File: config.mk
export PLATFORM = sky130hd
export DESIGN_NAME = sensor_conditioner
export DESIGN_NICKNAME = d
export VERILOG_FILES = /design/src/rtl/sensor_conditioner.sv
export SDC_FILE = /design/constraint.sdc
export NUM_CORES = 1
export LEC_CHECK = 0
export CAP_MARGIN = 10
export CORE_ASPECT_RATIO = 0.5
export CORE_UTILIZATION = 40
export CTS_CLUSTER_SIZE = 20
export DETAILED_ROUTE_END_ITERATION = 8
export GPL_TIMING_DRIVEN = 1
export PLACE_DENSITY_LB_ADDON = 0.15
export SYNTH_ARGS = -nofsm -noshare
export SYNTH_HDL_FRONTEND = slang
export SYNTH_SLANG_ARGS = --single-unit
File: constraint.sdc
create_clock -name clk -period 3.4 [get_ports clk]
set_input_delay 0.51 -clock clk [delete_from_list [all_inputs] [get_ports clk]]
set_output_delay 0.51 -clock clk [all_outputs]
set_load 0.03 [all_outputs]
File: src/rtl/sensor_conditioner.sv
// Five-channel loop-detector conditioner: assert/release debounce plus a
// stuck-loop detector that masks a continuously-high loop and flags it.

module sensor_conditioner_chan #(
    parameter int unsigned ON_CYCLES    = 3,
    parameter int unsigned OFF_CYCLES   = 4,
    parameter int unsigned STUCK_CYCLES = 64
) (
    input  logic clk_i,
    input  logic rst_ni,
    input  logic raw_i,
    output logic sensor_o,
    output logic fault_o
);

    localparam int unsigned W = $clog2(STUCK_CYCLES + 1);
    localparam logic [W-1:0] ONE       = W'(1);
    localparam logic [W-1:0] ON_LAST   = W'(ON_CYCLES - 1);
    localparam logic [W-1:0] OFF_LAST  = W'(OFF_CYCLES - 1);
    localparam logic [W-1:0] STUCK_MAX = W'(STUCK_CYCLES);

    typedef enum logic [2:0] {
        ABSENT,
        ARMING,
        PRESENT,
        HOLD,
        FAULT
    } state_e;

    state_e       state_q, state_d;
    logic [W-1:0] dcnt_q, dcnt_d;
    logic [W-1:0] scnt_q, scnt_d;
    logic         sensor_q, sensor_d;
    logic         fault_q, fault_d;
    logic         stuck_hit;

    always_ff @(posedge clk_i or negedge rst_ni) begin
        if (!rst_ni) begin
            state_q  <= ABSENT;
            dcnt_q   <= '0;
            scnt_q   <= '0;
            sensor_q <= 1'b0;
            fault_q  <= 1'b0;
        end else begin
            state_q  <= state_d;
            dcnt_q   <= dcnt_d;
            scnt_q   <= scnt_d;
            sensor_q <= sensor_d;
            fault_q  <= fault_d;
        end
    end

    always_comb begin
        state_d   = state_q;
        dcnt_d    = dcnt_q;
        scnt_d    = scnt_q;
        stuck_hit = 1'b0;

        // scnt is frozen in FAULT; the FAULT exit clears it explicitly below
        if (state_q != FAULT) begin
            if (raw_i) begin
                scnt_d = (scnt_q == STUCK_MAX) ? scnt_q : scnt_q + ONE;
            end else begin
                scnt_d = '0;
            end
            stuck_hit = raw_i && (scnt_d == STUCK_MAX);
        end

        case (state_q)
            ABSENT: begin
                if (raw_i) begin
                    if (ON_CYCLES == 1) begin
                        state_d = PRESENT;
                        dcnt_d  = '0;
                    end else begin
                        state_d = ARMING;
                        dcnt_d  = ONE;
                    end
                end
            end
            ARMING: begin
                if (!raw_i) begin
                    state_d = ABSENT;
                    dcnt_d  = '0;
                end else if (dcnt_q == ON_LAST) begin
                    state_d = PRESENT;
                    dcnt_d  = '0;
                end else begin
                    dcnt_d = dcnt_q + ONE;
                end
            end
            PRESENT: begin
                if (!raw_i) begin
                    if (OFF_CYCLES == 1) begin
                        state_d = ABSENT;
                        dcnt_d  = '0;
                    end else begin
                        state_d = HOLD;
                        dcnt_d  = ONE;
                    end
                end
            end
            HOLD: begin
                if (raw_i) begin
                    state_d = PRESENT;
                    dcnt_d  = '0;
                end else if (dcnt_q == OFF_LAST) begin
                    state_d = ABSENT;
                    dcnt_d  = '0;
                end else begin
                    dcnt_d = dcnt_q + ONE;
                end
            end
            FAULT: begin
                if (!raw_i) begin
                    state_d = ABSENT;
                    dcnt_d  = '0;
                    scnt_d  = '0;
                end
            end
            default: begin
                state_d = ABSENT;
                dcnt_d  = '0;
                scnt_d  = '0;
            end
        endcase

        // A loop reaching the stuck limit overrides any debounce decision
        if ((state_q == ARMING || state_q == PRESENT || state_q == HOLD) && stuck_hit) begin
            state_d = FAULT;
            dcnt_d  = '0;
        end

        sensor_d = (state_d == PRESENT) || (state_d == HOLD);
        fault_d  = (state_d == FAULT);
    end

    assign sensor_o = sensor_q;
    assign fault_o  = fault_q;

endmodule

module sensor_conditioner #(
    parameter int unsigned ON_CYCLES    = 3,
    parameter int unsigned OFF_CYCLES   = 4,
    parameter int unsigned STUCK_CYCLES = 64
) (
    input  logic       clk,
    input  logic       reset,
    input  logic       e_left_raw,
    input  logic       e_straight_raw,
    input  logic       w_left_raw,
    input  logic       w_straight_raw,
    input  logic       ns_raw,
    output logic       e_left_sensor,
    output logic       e_straight_sensor,
    output logic       w_left_sensor,
    output logic       w_straight_sensor,
    output logic       ns_sensor,
    output logic [4:0] stuck_fault
);

    logic [4:0] raw_vec;
    logic [4:0] sensor_vec;
    logic [4:0] fault_vec;

    assign raw_vec = {e_left_raw, e_straight_raw, w_left_raw, w_straight_raw, ns_raw};

    for (genvar i = 0; i < 5; i++) begin : g_chan
        sensor_conditioner_chan #(
            .ON_CYCLES   (ON_CYCLES),
            .OFF_CYCLES  (OFF_CYCLES),
            .STUCK_CYCLES(STUCK_CYCLES)
        ) u_chan (
            .clk_i   (clk),
            .rst_ni  (reset),
            .raw_i   (raw_vec[i]),
            .sensor_o(sensor_vec[i]),
            .fault_o (fault_vec[i])
        );
    end

    assign {e_left_sensor, e_straight_sensor, w_left_sensor, w_straight_sensor, ns_sensor} = sensor_vec;
    assign stuck_fault = fault_vec;

endmodule

Word level (Yosys, flattened, before mapping)
Index checks and enable logic that the tools add are counted.
{ "word_totals": {"ff_bits": 95, "input_bits": 7} }
{ "classes": {"n_eq_ne": 75, "muxes": 125, "reduce_logical": 40, "addsub": 10} }
{ "ops": {"columns": ["cell", "n"], "rows": [
  ["2-to-1 mux 7 bit", 65],
  ["one-hot mux 7 bit (5 select lines)", 5],
  ["2-to-1 mux 3 bit", 40],
  ["one-hot mux 3 bit (5 select lines)", 5],
  ["adder 7 x 1 -> 7 bit (second input constant)", 10],
  ["== test 7 x 2 -> 1 bit (second input constant)", 10],
  ["== test 7 bit (second input constant)", 10],
  ["one-hot mux 7 bit (2 select lines)", 5],
  ["== test 3 x 2 -> 1 bit (second input constant)", 20],
  ["== test 3 bit (second input constant)", 10],
  ["!= test 3 x 2 -> 1 bit (second input constant)", 10],
  ["!= test 3 bit (second input constant)", 10],
  ["OR reduction 4 bit", 5],
  ["== test 3 x 1 -> 1 bit (second input constant)", 5],
  ["logical NOT 3 bit", 5],
  ["logical OR 1 bit", 15],
  ["AND reduction 3 bit", 5],
  ["logical AND 1 bit", 10],
  ["2-to-1 mux 1 bit", 5]
]} }

Logic depth before layout (Yosys ltp)
Gate-level depths: netlist (run 1).
{ "depth": {"depth_word": 11, "depth_mapped": 11, "mapped_depth_nobuf": 9} }

Modules after synthesis
A second synthesis (run 1) with hierarchy kept.
{ "hier_totals": {"hier_cells": 710, "area_unflattened_um2": 6212.2} }
{ "by_module_without_submodules": {"columns": ["mod", "area_per_inst_um2", "n_inst", "seq_area_each_um2", "cells_each"], "rows": [
  ["sensor_conditioner_chan (g_chan[0].u_chan ...)", 1251.2, 3, 475.5, 144],
  ["sensor_conditioner_chan (g_chan[3].u_chan)", 1268.7, 1, 475.5, 145],
  ["sensor_conditioner_chan (g_chan[4].u_chan)", 1189.9, 1, 475.5, 133]
]} }

Worst setup path after synthesis (run 1)
No wires, ideal clock.
{ "synth_path": {"path_kind": "reg2reg", "startpoint": "register g_chan[1].u_chan.scnt_q[0]", "endpoint": "register g_chan[1].u_chan.dcnt_q[0]", "setup_ps": 125, "period_less_slack_ps": 2485, "arrival_time_ps": 2361, "setup_slack_ps": 915, "path_stages_with_launch": 11, "required_time_ps": 3275, "cell_sequence": "dfrtp_1 > clkbuf_1 > inv_1 > ha_1 > and4bb_2 > nand2_2 > o31ai_1 > a31oi_1 > nor2_4 > o41ai_4 > mux2_2"} }
{ "synth_between": {"elab_chain_cells": 10, "elab_cells_between_ends": 14, "classes_between": "add/sub (1); eq/ne (5); mux (5); reduce/logical (3)"} }
{ "synth_lines": {"columns": ["item", "line_no", "text"], "rows": [
  ["from (decl)", "32", "logic [W-1:0] scnt_q, scnt_d;"],
  ["from (signal assigned)", "47", "scnt_q <= scnt_d;"],
  ["adder 7 x 1 -> 7 bit or == test 7 bit (tied branches)", "62", "scnt_d = (scnt_q == STUCK_MAX) ? scnt_q : scnt_q + ONE;"],
  ["2-to-1 mux 7 bit *", "62", null],
  ["2-to-1 mux 7 bit *", "61", "if (raw_i) begin"],
  ["2-to-1 mux 7 bit *", "60", "if (state_q != FAULT) begin"],
  ["== test 7 bit *", "66", "stuck_hit = raw_i && (scnt_d == STUCK_MAX);"],
  ["logical AND 1 bit *", "66", null],
  ["2-to-1 mux 1 bit *", "60", null],
  ["logical AND 1 bit *", "129", "if ((state_q == ARMING || state_q == PRESENT || state_q == HOLD) && stuck_hit) begin"],
  ["!= test 3 bit (no source line) or != test 3 x 2 -> 1 bit (tied branches)", null, null],
  ["AND reduction 3 bit (no source line)", null, null],
  ["to (signal assigned)", "46", "dcnt_q <= dcnt_d;"],
  ["to (decl)", "31", "logic [W-1:0] dcnt_q, dcnt_d;"]
]} }
Mark *: on every way between the ends. The rest lies on a longest branch, timed or not. The select of a mux whose other input is x is not followed.
A chain may end at the register's enable or synchronous reset.

Final worst setup path (run 1)
{ "layout_path": {"startpoint": "register g_chan[0].u_chan.scnt_q[0]", "endpoint": "register g_chan[0].u_chan.dcnt_q[5]"} }
{ "layout_between": {"elab_chain_cells": 10, "elab_cells_between_ends": 14, "classes_between": "add/sub (1); eq/ne (5); mux (5); reduce/logical (3)"} }
{ "layout_lines": {"columns": ["item", "line_no"], "rows": [
  ["from (decl)", "32"],
  ["from (signal assigned)", "47"],
  ["adder 7 x 1 -> 7 bit or == test 7 bit (tied branches)", "62"],
  ["2-to-1 mux 7 bit *", "62"],
  ["2-to-1 mux 7 bit *", "61"],
  ["2-to-1 mux 7 bit *", "60"],
  ["== test 7 bit *", "66"],
  ["logical AND 1 bit *", "66"],
  ["2-to-1 mux 1 bit *", "60"],
  ["logical AND 1 bit *", "129"],
  ["!= test 3 bit (no source line) or != test 3 x 2 -> 1 bit (tied branches)", null],
  ["AND reduction 3 bit (no source line)", null],
  ["to (signal assigned)", "46"],
  ["to (decl)", "31"]
]} }
Marks and branches as above.

==> flow_summary_export.csv, run 1 <==
group,metric,value,unit
placed_design,pre_cts_slack,0.4695,ns
setup_path,critPathMaxStageDelay,0.55,ns
global_routing,grt.overflow.total,0,
setup_path,worstPathCellList,"inv_1, ha_1, nand3b_1, nor4_2, o311ai_1, a2111oi_2, or3_1, nor3_1, a211o_1",
setup_path,crit_fanout,9,
drt,drt-vias-per-instance,5.458,
setup_path,cp-start-kind,"flop",
drt,drt_iter0_markers,176,
timing,finalClockSkew,0.01161,ns
logic_synthesis,synth_top_cell_area_share,0.4033,
cts,cts.sinks,95,
final_layout,filler_cell_count,1356,
drt,drc,0,
final_layout,fin_cells,872,
logic_synthesis,yosys.area.top_type,"dfrtp_1",
cts,cts_buffer_depth,2,
logic_synthesis,synth_mux_area_frac,0.001910,
cts,insertion_delay,0.35,ns
logic_synthesis,synth_seq_cells,95,
logic_synthesis,yosys.area_share.simple,0.2736,
timing,setup-tns-final,0,ns
placed_design,place_congestion,0.8141,
setup_path,rr_startpoint,"g_chan[0].u_chan.scnt_q[0]",
timing,setup_violations,0,
logic_synthesis,synth_edf_count,0,
die,start_util,0.4221,
setup_path,cp_num_buf_inv,1,
setup_path,cp-end-kind,"flop",
final_layout,final_net_count,703,
logic_synthesis,ys.flop_type,"dfrtp_1",
cts,path_clk_slew,0.07,ns
logic_synthesis,ys_warn_count,0,
placed_design,dp_hpwl,8.097,mm
power_and_ir_drop,p_leak,2.858,nW
final_layout,area_growth_syn_to_layout,10.21,%
logic_synthesis,synth_area,5894,um2
timing,post-route-min-period,2.721,ns
timing,rsz0062_at_grt,"no",
die,io_pins,17,
setup_path,critical-path-top-delay-family,"compound AO/OA/AOI/OAI gates",
power_and_ir_drop,vdd_drop_max,0.2086,mV
status,outcome,"completed",
drt,wl_per_cell,13.46,um
placed_design,dpl.cell_count,857,
timing,fmax,367.5,MHz
die,core_area,13960,um2
global_routing,grtUsageTotal,0.1654,
logic_synthesis,synth_top_family_by_area,"simple AND/OR/NAND/NOR gates",
min_path,hold_class,"in2async",
cts,h-tree-depth,3,
logic_synthesis,synth_area_leaders,"dfrtp_1, nor2_1, ha_1",
global_routing,antenna_found_initial,0,
setup_path,reg2reg_to,"g_chan[0].u_chan.dcnt_q[5]",
timing,drv_slew,0,
timing,maxSlewHeadroom,0.3197,
global_routing,grt_pass1_wl,20.69,mm
setup_path,crit_slowest_cell,"a2111oi_2",
power_and_ir_drop,p_per_area,512.4,nW/um2
final_layout,layout_common_cells,"dfrtp_1, nor2_1, nand2_1",
setup_path,crit_type,"reg2reg",
logic_synthesis,synth_xor_area_frac,0.02080,
die,rows,30,
setup_path,cp.required,3.63,ns
timing,hold_viol,0,
drt,wl,11.73,mm
final_layout,layout-drive-gt1-share,0.07794,
timing,tightest_slew,1.013,ns
drt,vias,4759,
cts,post_cts_buffers,0,
drt,ant_nets,0,
logic_synthesis,yosysUniqueCellTypes,74,
drt,drt-pass1-iter-count,4,
timing,timing.final.ws_setup,0.6789,ns
logic_synthesis,async_flop_share,1.000,
global_routing,grt_start_max_net_pins,49,
final_layout,utilization,0.4652,
logic_synthesis,syn_inst,675,
setup_path,reg2regPathDepth,9,
die,die_area,15250,um2
die,die_x,173.7,um
cts,cts_resized,0,
logic_synthesis,synthAdderAreaFrac,0.04245,
job,cap_viol_max_count,0,
final_layout,diodes,0,
cts,cts_tree,"built",
logic_synthesis,syn_area_per_cell,8.732,um2
cts,hold_buffers,0,
timing,fin_crit_sh,0.8003,
placed_design,io_buffers,16,
die,fp.dieH,87.84,um
final_layout,layout_commonest_cell,"dfrtp_1",
logic_synthesis,syn_nets,702,
global_routing,first_global_vias,4429,
logic_synthesis,synth_compound_area_frac,0.2150,
setup_path,reg2reg_slack,0.68,ns
logic_synthesis,ys_seq_area_frac,0.4033,
cts,cts_made_buffers,9,
cts,root_buffer,"clkbuf_16",
setup_path,crit_arrival,2.95,ns
per-stage QoR:
stage	instance area, um2	total power [W]	hold WS [ns]
2_1_floorplan	5894	0.002045	0.2144
6_report	6496	0.003328	0.1832
5_1_grt	6496	0.003556	0.2365
3_3_place_gp	6183	0.002260	0.4860
4_1_cts	6496	0.003366	0.2106
3_5_place_dp	6183	0.002268	0.4793
synth_stat cells, types with 14 or more instances:
cell type / count
a21oi_1: 40
a31oi_1: 14
and3_1: 16
clkbuf_1: 16
dfrtp_1: 95
ha_1: 20
inv_1: 24
nand2_1: 60
nand3_1: 42
nor2_1: 73
nor3_1: 20
o21ai_0: 50
registers in the layout, indices dropped and copies added (netlist names):
register / flops
g_chan.u_chan.dcnt_q: 35
g_chan.u_chan.scnt_q: 35
g_chan.u_chan.state_q: 15
g_chan.u_chan.fault_o: 5
g_chan.u_chan.sensor_o: 5
where the power goes:
| part | internal, W | leakage, nW | switching, W |
|---|---|---|---|
| Combinational | 0.000329 | 1.46 | 0.000471 |
| Clock | 0.000642 | 0.145 | 0.000442 |
| Sequential | 0.00127 | 1.25 | 0.000179 |
| Total | 0.00224 | 2.86 | 0.00109 |
kinds of logic after synthesis:
kind of cell | Yosys count
buffers and inverters | 56
and+or+nand+nor | 306
DFF | 95
AOI/OAI and AO/OA | 183
muxes | 1
adders and majority gates | 20
xor gates and xnor gates | 14
per-layer routing:
layer,share of wire,global-route usage,vias up
met5,0,0,-
met4,0.010,0.04147,0
met3,0.026,0.03993,12
met2,0.45,0.2705,38
met1,0.52,0.2230,2262
li1,-,-,2447
how the worst max path moves through the flow:
stage                                     from                         end  slack, ns  cells past startpoint
floorplan           g_chan[1].u_chan.scnt_q[0]  g_chan[1].u_chan.dcnt_q[0]       0.91                     10
global placement                        ns_raw  g_chan[0].u_chan.dcnt_q[5]       0.53                      7
detailed placement                      ns_raw  g_chan[0].u_chan.dcnt_q[5]       0.47                      7
CTS                 g_chan[1].u_chan.scnt_q[0]  g_chan[1].u_chan.dcnt_q[0]       0.69                      9
global route        g_chan[0].u_chan.scnt_q[0]  g_chan[0].u_chan.dcnt_q[3]       0.38                      9
finish              g_chan[0].u_chan.scnt_q[0]  g_chan[0].u_chan.dcnt_q[5]       0.68                      9
final cells by class:
class | instances | area [um2] | area share
multi-input combinational | 524 | 3264 | 0.5025
sequential | 95 | 2377 | 0.3659
clock buffer | 10 | 229.0 | 0.03525
inverter | 25 | 93.84 | 0.01445
timing repair buffer | 21 | 207.7 | 0.03197
tap | 192 | 240.2 | 0.03698
clock inverter | 5 | 83.83 | 0.01290
worst reg2reg max path: cells and delay by family (launching register included):
kind	cells	cell delay (ns)
AOI/OAI and AO/OA	3	1.05
and+or+nand+nor	4	0.85
buffers and inverters	1	0.09
adders and majority gates	1	0.14
DFF	1	0.47
Note: power is estimated with default switching activity, not from simulation.
==> run 2, diff against run 1 <==
clock period = 2.4 ns   (was 3.4 ns; I/O delays follow)
==> flow_summary_export.csv, run 2 (synthesized netlist as in run 1, its figures left out) <==
group,metric,value,unit
cts,root_buffer,"clkbuf_16",
timing,timing.final.ws_setup,0.02858,ns
die,die_area,15250,um2
die,fp.dieH,87.84,um
cts,cts_made_buffers,9,
final_layout,area_growth_syn_to_layout,22.37,%
final_layout,largestRegisters,"g_chan.u_chan.dcnt_q x35, g_chan.u_chan.scnt_q x35, g_chan.u_chan.state_q x15",
placed_design,postPlaceCellArea,6700,um2
die,core_area,13960,um2
cts,cts_tree,"built",
min_path,hold_class,"in2async",
power_and_ir_drop,p_leak,3.255,nW
timing,maxSlewHeadroom,0.6263,
setup_path,cp-start-kind,"flop",
final_layout,layout-drive-gt1-share,0.2003,
power_and_ir_drop,p_per_area,671.7,nW/um2
drt,wl_per_cell,13.25,um
final_layout,layout_commonest_cell,"dfrtp_1",
final_layout,diodes,0,
cts,path_clk_slew,0.07,ns
global_routing,first_global_vias,4695,
timing,fin_crit_sh,0.9881,
placed_design,dpl.cell_count,926,
power_and_ir_drop,vdd_drop_max,0.4474,mV
die,die_x,173.7,um
final_layout,stdcell_area,7213,um2
timing,finalClockSkew,0.01006,ns
drt,ant_nets,0,
placed_design,dp_hpwl,8.947,mm
final_layout,fin_cells,951,
timing,hold_viol,0,
job,cap_viol_max_count,0,
global_routing,grtUsageTotal,0.1713,
global_routing,grt.overflow.total,0,
timing,tightest_slew,0.5605,ns
drt,wl,12.60,mm
drt,drt-vias-per-instance,5.327,
setup_path,cp.required,2.62,ns
drt,drc,0,
timing,rsz0062_at_grt,"yes",
setup_path,cp-end-kind,"flop",
final_layout,layout_common_cells,"dfrtp_1, buf_4, nor2_1",
setup_path,crit_arrival,2.59,ns
placed_design,io_buffers,16,
final_layout,final_net_count,781,
cts,insertion_delay,0.34,ns
die,io_pins,17,
setup_path,reg2reg_slack,0.03,ns
placed_design,pre_cts_slack,-0.1365,ns
timing,setup_violations,0,
status,outcome,"completed",
timing,drv_slew,0,
timing,post-route-min-period,2.371,ns
cts,hold_buffers,0,
global_routing,grt_pass1_wl,21.45,mm
global_routing,antenna_found_initial,0,
placed_design,place_congestion,0.8342,
global_routing,grt_start_max_net_pins,43,
drt,drt-pass1-iter-count,4,
final_layout,utilization,0.5166,
drt,drt_iter0_markers,269,
cts,cts_buffer_depth,2,
drt,vias,5066,
cts,cts.sinks,95,
setup_path,crit_fanout,5,
die,start_util,0.4221,
cts,h-tree-depth,3,
timing,fmax,421.7,MHz
setup_path,crit_type,"reg2reg",
die,rows,30,
## run 2: final cells by class
cell class              instances  area (um2)
multi-input cells             525        3405
flip-flops and latches         95        2380
repair buffers                 98       784.5
inverters                      25       93.84
fillers                      1311        6750
clock inverters                 4       53.80
clock buffers                  12       256.5
well taps                     192       240.2
## run 2: report_power, final
part / switching [W] / internal, W / leakage, nW
logic: 0.000717 / 0.000614 / 1.86
registers: 0.000241 / 0.00179 / 1.25
clock network: 0.000612 / 0.000867 / 0.145
total: 0.00157 / 0.00328 / 3.26
## run 2: through the flow
| step | hold slack (ns) | total power, W | setup TNS (ns) |
|---|---|---|---|
| 6_report | 0.009336 | 0.004845 | 0 |
| 5_1_grt | 0.03800 | 0.005196 | -0.3296 |
| 4_1_cts | 0.02692 | 0.004866 | -0.01221 |
| 3_5_place_dp | 0.3992 | 0.003323 | -0.8292 |
| 3_3_place_gp | 0.4001 | 0.003307 | -0.3402 |
| 2_1_floorplan | 0.06441 | 0.002900 | 0 |
## run 2: critical path, cell delays in order, from the launching register on
cell and delay (ns):
dfrtp_2 0.44, inv_2 0.09, ha_4 0.12, and4bb_2 0.25
nand2_4 0.06, nor3b_2 0.16, or4_4 0.45, nor2_4 0.18
buf_6 0.13, nor3_4 0.04, a221o_1 0.32
## run 2: path summary, 6_finish.rpt
check / from / end / cells after the start
max: g_chan[1].u_chan.scnt_q[0] / g_chan[1].u_chan.dcnt_q[4] / 10
min: reset / g_chan[4].u_chan.scnt_q[0] / 1
max reg2reg: g_chan[1].u_chan.scnt_q[0] / g_chan[1].u_chan.dcnt_q[4] / 10
min reg2reg: g_chan[3].u_chan.dcnt_q[6] / g_chan[3].u_chan.dcnt_q[6] / 1
max in group asynchronous: reset / g_chan[1].u_chan.dcnt_q[5] / 2
min in group clk: g_chan[3].u_chan.dcnt_q[6] / g_chan[3].u_chan.dcnt_q[6] / 1
## run 2: per-layer routing
| layer | up-vias | GRT usage | wire length [um] |
|---|---|---|---|
| met2 | 53 | 0.2899 | 5661 |
| li1 | 2604 | - | - |
| met5 | - | 0 | 0 |
| met1 | 2399 | 0.2276 | 6541 |
| met4 | 0 | 0.03828 | 86 |
| met3 | 10 | 0.03733 | 309 |
## run 2: timing repair
action,CTS,global route
setup endpoints to repair,4,22
pin swaps,4,13
endpoints found under the hold margin,0,0
buffers inserted,3,5
cloned,0,1
gates resized for setup,1,30
==> run 3, diff against run 2 <==
CAP_MARGIN = 20   (was 10)
REMOVE_ABC_BUFFERS = 1   (was unset)
==> flow_summary_export.csv, run 3 (synthesized netlist as in run 1, its figures left out) <==
group,metric,value,unit
timing,worst_hold_slack,0.4850,ns
placed_design,place_congestion,0.8090,
timing,fin_crit_sh,1.047,
power_and_ir_drop,p_leak,3.193,nW
placed_design,io_buffers,16,
timing,maxSlewHeadroom,0.6564,
drt,drt_iter0_markers,270,
final_layout,layout_commonest_cell,"dfrtp_1",
die,start_util,0.4221,
die,core_area,13960,um2
power_and_ir_drop,p_sw_frac,0.3319,
placed_design,postPlaceCellArea,6596,um2
timing,post-route-min-period,2.512,ns
die,die_x,173.7,um
setup_path,worstPathCellList,"inv_2, ha_2, and4bb_2, nand2_2, nor3b_4, or4_4, nor2_4, o41ai_4, a221o_1",
job,cap_viol_max_count,0,
global_routing,met2_usage,0.2819,
setup_path,reg2regPathDepth,9,
final_layout,stdcell_area,7171,um2
setup_path,crit_slowest_cell,"or4_4",
cts,h-tree-depth,3,
setup_path,cp-end-kind,"flop",
setup_path,cp-start-kind,"flop",
cts,cts_made_buffers,9,
power_and_ir_drop,finalPower,0.004811,W
global_routing,first_global_vias,4680,
power_and_ir_drop,p_per_area,670.9,nW/um2
timing,drv_slew,0,
die,rows,30,
cts,cts_buffer_depth,2,
setup_path,critical-path-top-delay-family,"simple AND/OR/NAND/NOR gates",
final_layout,filler_cell_count,1308,
setup_path,crit_arrival,2.73,ns
power_and_ir_drop,intPower,0.003214,W
global_routing,top_usage_layer,"met2",
timing,timing.final.ws_setup,-0.1118,ns
cts,root_buffer,"clkbuf_16",
min_path,hold_class,"in2async",
global_routing,grtUsageTotal,0.1702,
global_routing,grt_pass1_wl,21.47,mm
cts,insertion_delay,0.34,ns
die,die_area,15250,um2
drt,vias,5057,
timing,fmax,398.1,MHz
timing,finalClockSkew,0.005892,ns
drt,drt-pass1-iter-count,4,
global_routing,antenna_found_initial,0,
setup_path,reg2reg_to,"g_chan[1].u_chan.dcnt_q[3]",
status,violations,"setup timing",
placed_design,pre_cts_slack,-0.09667,ns
power_and_ir_drop,seq_power_share,0.426,
drt,ant_nets,0,
drt,drc,0,
final_layout,area_growth_syn_to_layout,21.65,%
global_routing,grt.overflow.total,0,
final_layout,layout-drive-gt1-share,0.1968,
final_layout,final_net_count,769,
setup_path,cp.required,2.62,ns
cts,cts_tree,"built",
setup_path,crit_type,"reg2reg",
setup_path,cp_num_buf_inv,1,
die,io_pins,17,
setup_path,rr_startpoint,"g_chan[1].u_chan.scnt_q[1]",
drt,wl,12.64,mm
timing,setup_violations,12,
drt,drt-vias-per-instance,5.386,
power_and_ir_drop,clock_power_share,0.295,
final_layout,utilization,0.5135,
setup_path,critPathMaxStageDelay,0.58,ns
timing,rsz0062_at_grt,"yes",
final_layout,diodes,0,
global_routing,grtUsageMet1,0.2323,
global_routing,grt_start_max_net_pins,42,
cts,path_clk_slew,0.07,ns
drt,wl_per_cell,13.46,um
final_layout,layout_common_cells,"dfrtp_1, nor2_1, buf_4",
setup_path,reg2reg_slack,-0.11,ns
setup_path,crit_fanout,6,
final_layout,largestRegisters,"g_chan.u_chan.dcnt_q x35, g_chan.u_chan.scnt_q x35, g_chan.u_chan.state_q x15",
timing,hold_viol,0,
power_and_ir_drop,p_switching,0.001597,W
cts,cts.sinks,95,
power_and_ir_drop,power_frac_comb,0.279,
power_and_ir_drop,vdd_drop_max,0.3079,mV
placed_design,dp_hpwl,8.614,mm
global_routing,met3_usage,0.03342,
die,fp.dieH,87.84,um
timing,tightest_slew,0.5107,ns
status,outcome,"finished with violations",
-- run 3: cell count changes in the layout (fill, tap and decap cells not counted), moves of 2 or more --
| cell | change |
|---|---|
| nor4_1 | -2 |
| buf_6 | -2 |
| buf_4 | -12 |
| nor4_2 | +3 |
| dfrtp_1 | -4 |
| clkbuf_8 | -2 |
| ha_1 | -2 |
| dfrtp_2 | +4 |
-- run 3: worst max-delay path by stage --
stage | from | to | slack, ns | cells after the start
after floorplan | g_chan[2].u_chan.scnt_q[3] | g_chan[2].u_chan.fault_o | -0.15 | 5
after global placement | e_left_raw | g_chan[4].u_chan.dcnt_q[4] | -0.08 | 7
after detailed placement | e_left_raw | g_chan[4].u_chan.dcnt_q[4] | -0.1 | 7
after CTS | g_chan[1].u_chan.scnt_q[1] | g_chan[1].u_chan.dcnt_q[3] | -0.01 | 9
after global routing | g_chan[1].u_chan.scnt_q[1] | g_chan[1].u_chan.dcnt_q[4] | -0.19 | 9
final | g_chan[1].u_chan.scnt_q[1] | g_chan[1].u_chan.dcnt_q[3] | -0.11 | 9
-- run 3: per-stage QoR --
stage	setup TNS, ns	cells
final	-0.7357	939
after CTS	-0.02676	932
after detailed placement	-0.7141	912
after global placement	-0.3564	912
after floorplan	-1.425	644
after global routing	-1.966	939
-- run 3: cell type report --
cell class	count	area, um2	area share
clock buffer	11	232.7	0.03246
clock inverter	5	58.81	0.008201
inverter	25	93.84	0.01309
multi-input combinational	525	3458	0.4823
sequential	95	2385	0.3326
tap	192	240.2	0.03350
timing repair buffer	86	701.9	0.09789
-- run 3: power by group through the flow --
| stage | Sequential, W | Combinational, W | Clock [W] |
|---|---|---|---|
| 2_1_floorplan | 0.00205 | 0.000809 | 0 |
| 3_3_place_gp | 0.00207 | 0.00124 | 0 |
| 3_5_place_dp | 0.00207 | 0.00125 | 0 |
| 4_1_cts | 0.00204 | 0.00128 | 0.00148 |
| 5_1_grt | 0.00209 | 0.00152 | 0.00154 |
| 6_report | 0.00205 | 0.00134 | 0.00142 |
-- run 3: timing repair --
action	CTS	global route
setup endpoints to repair	8	25
hold buffers	1	0
cloned	1	0
hold endpoints to repair	26	0
buffers inserted	2	7
gates resized for setup	6	37
pin swaps	2	20
-- run 3: metal layers --
metal	vias up	part of all wire
li1	2587	-
met1	2423	0.52
met2	41	0.45
met3	6	0.021
met4	0	0.0068
met5	-	0
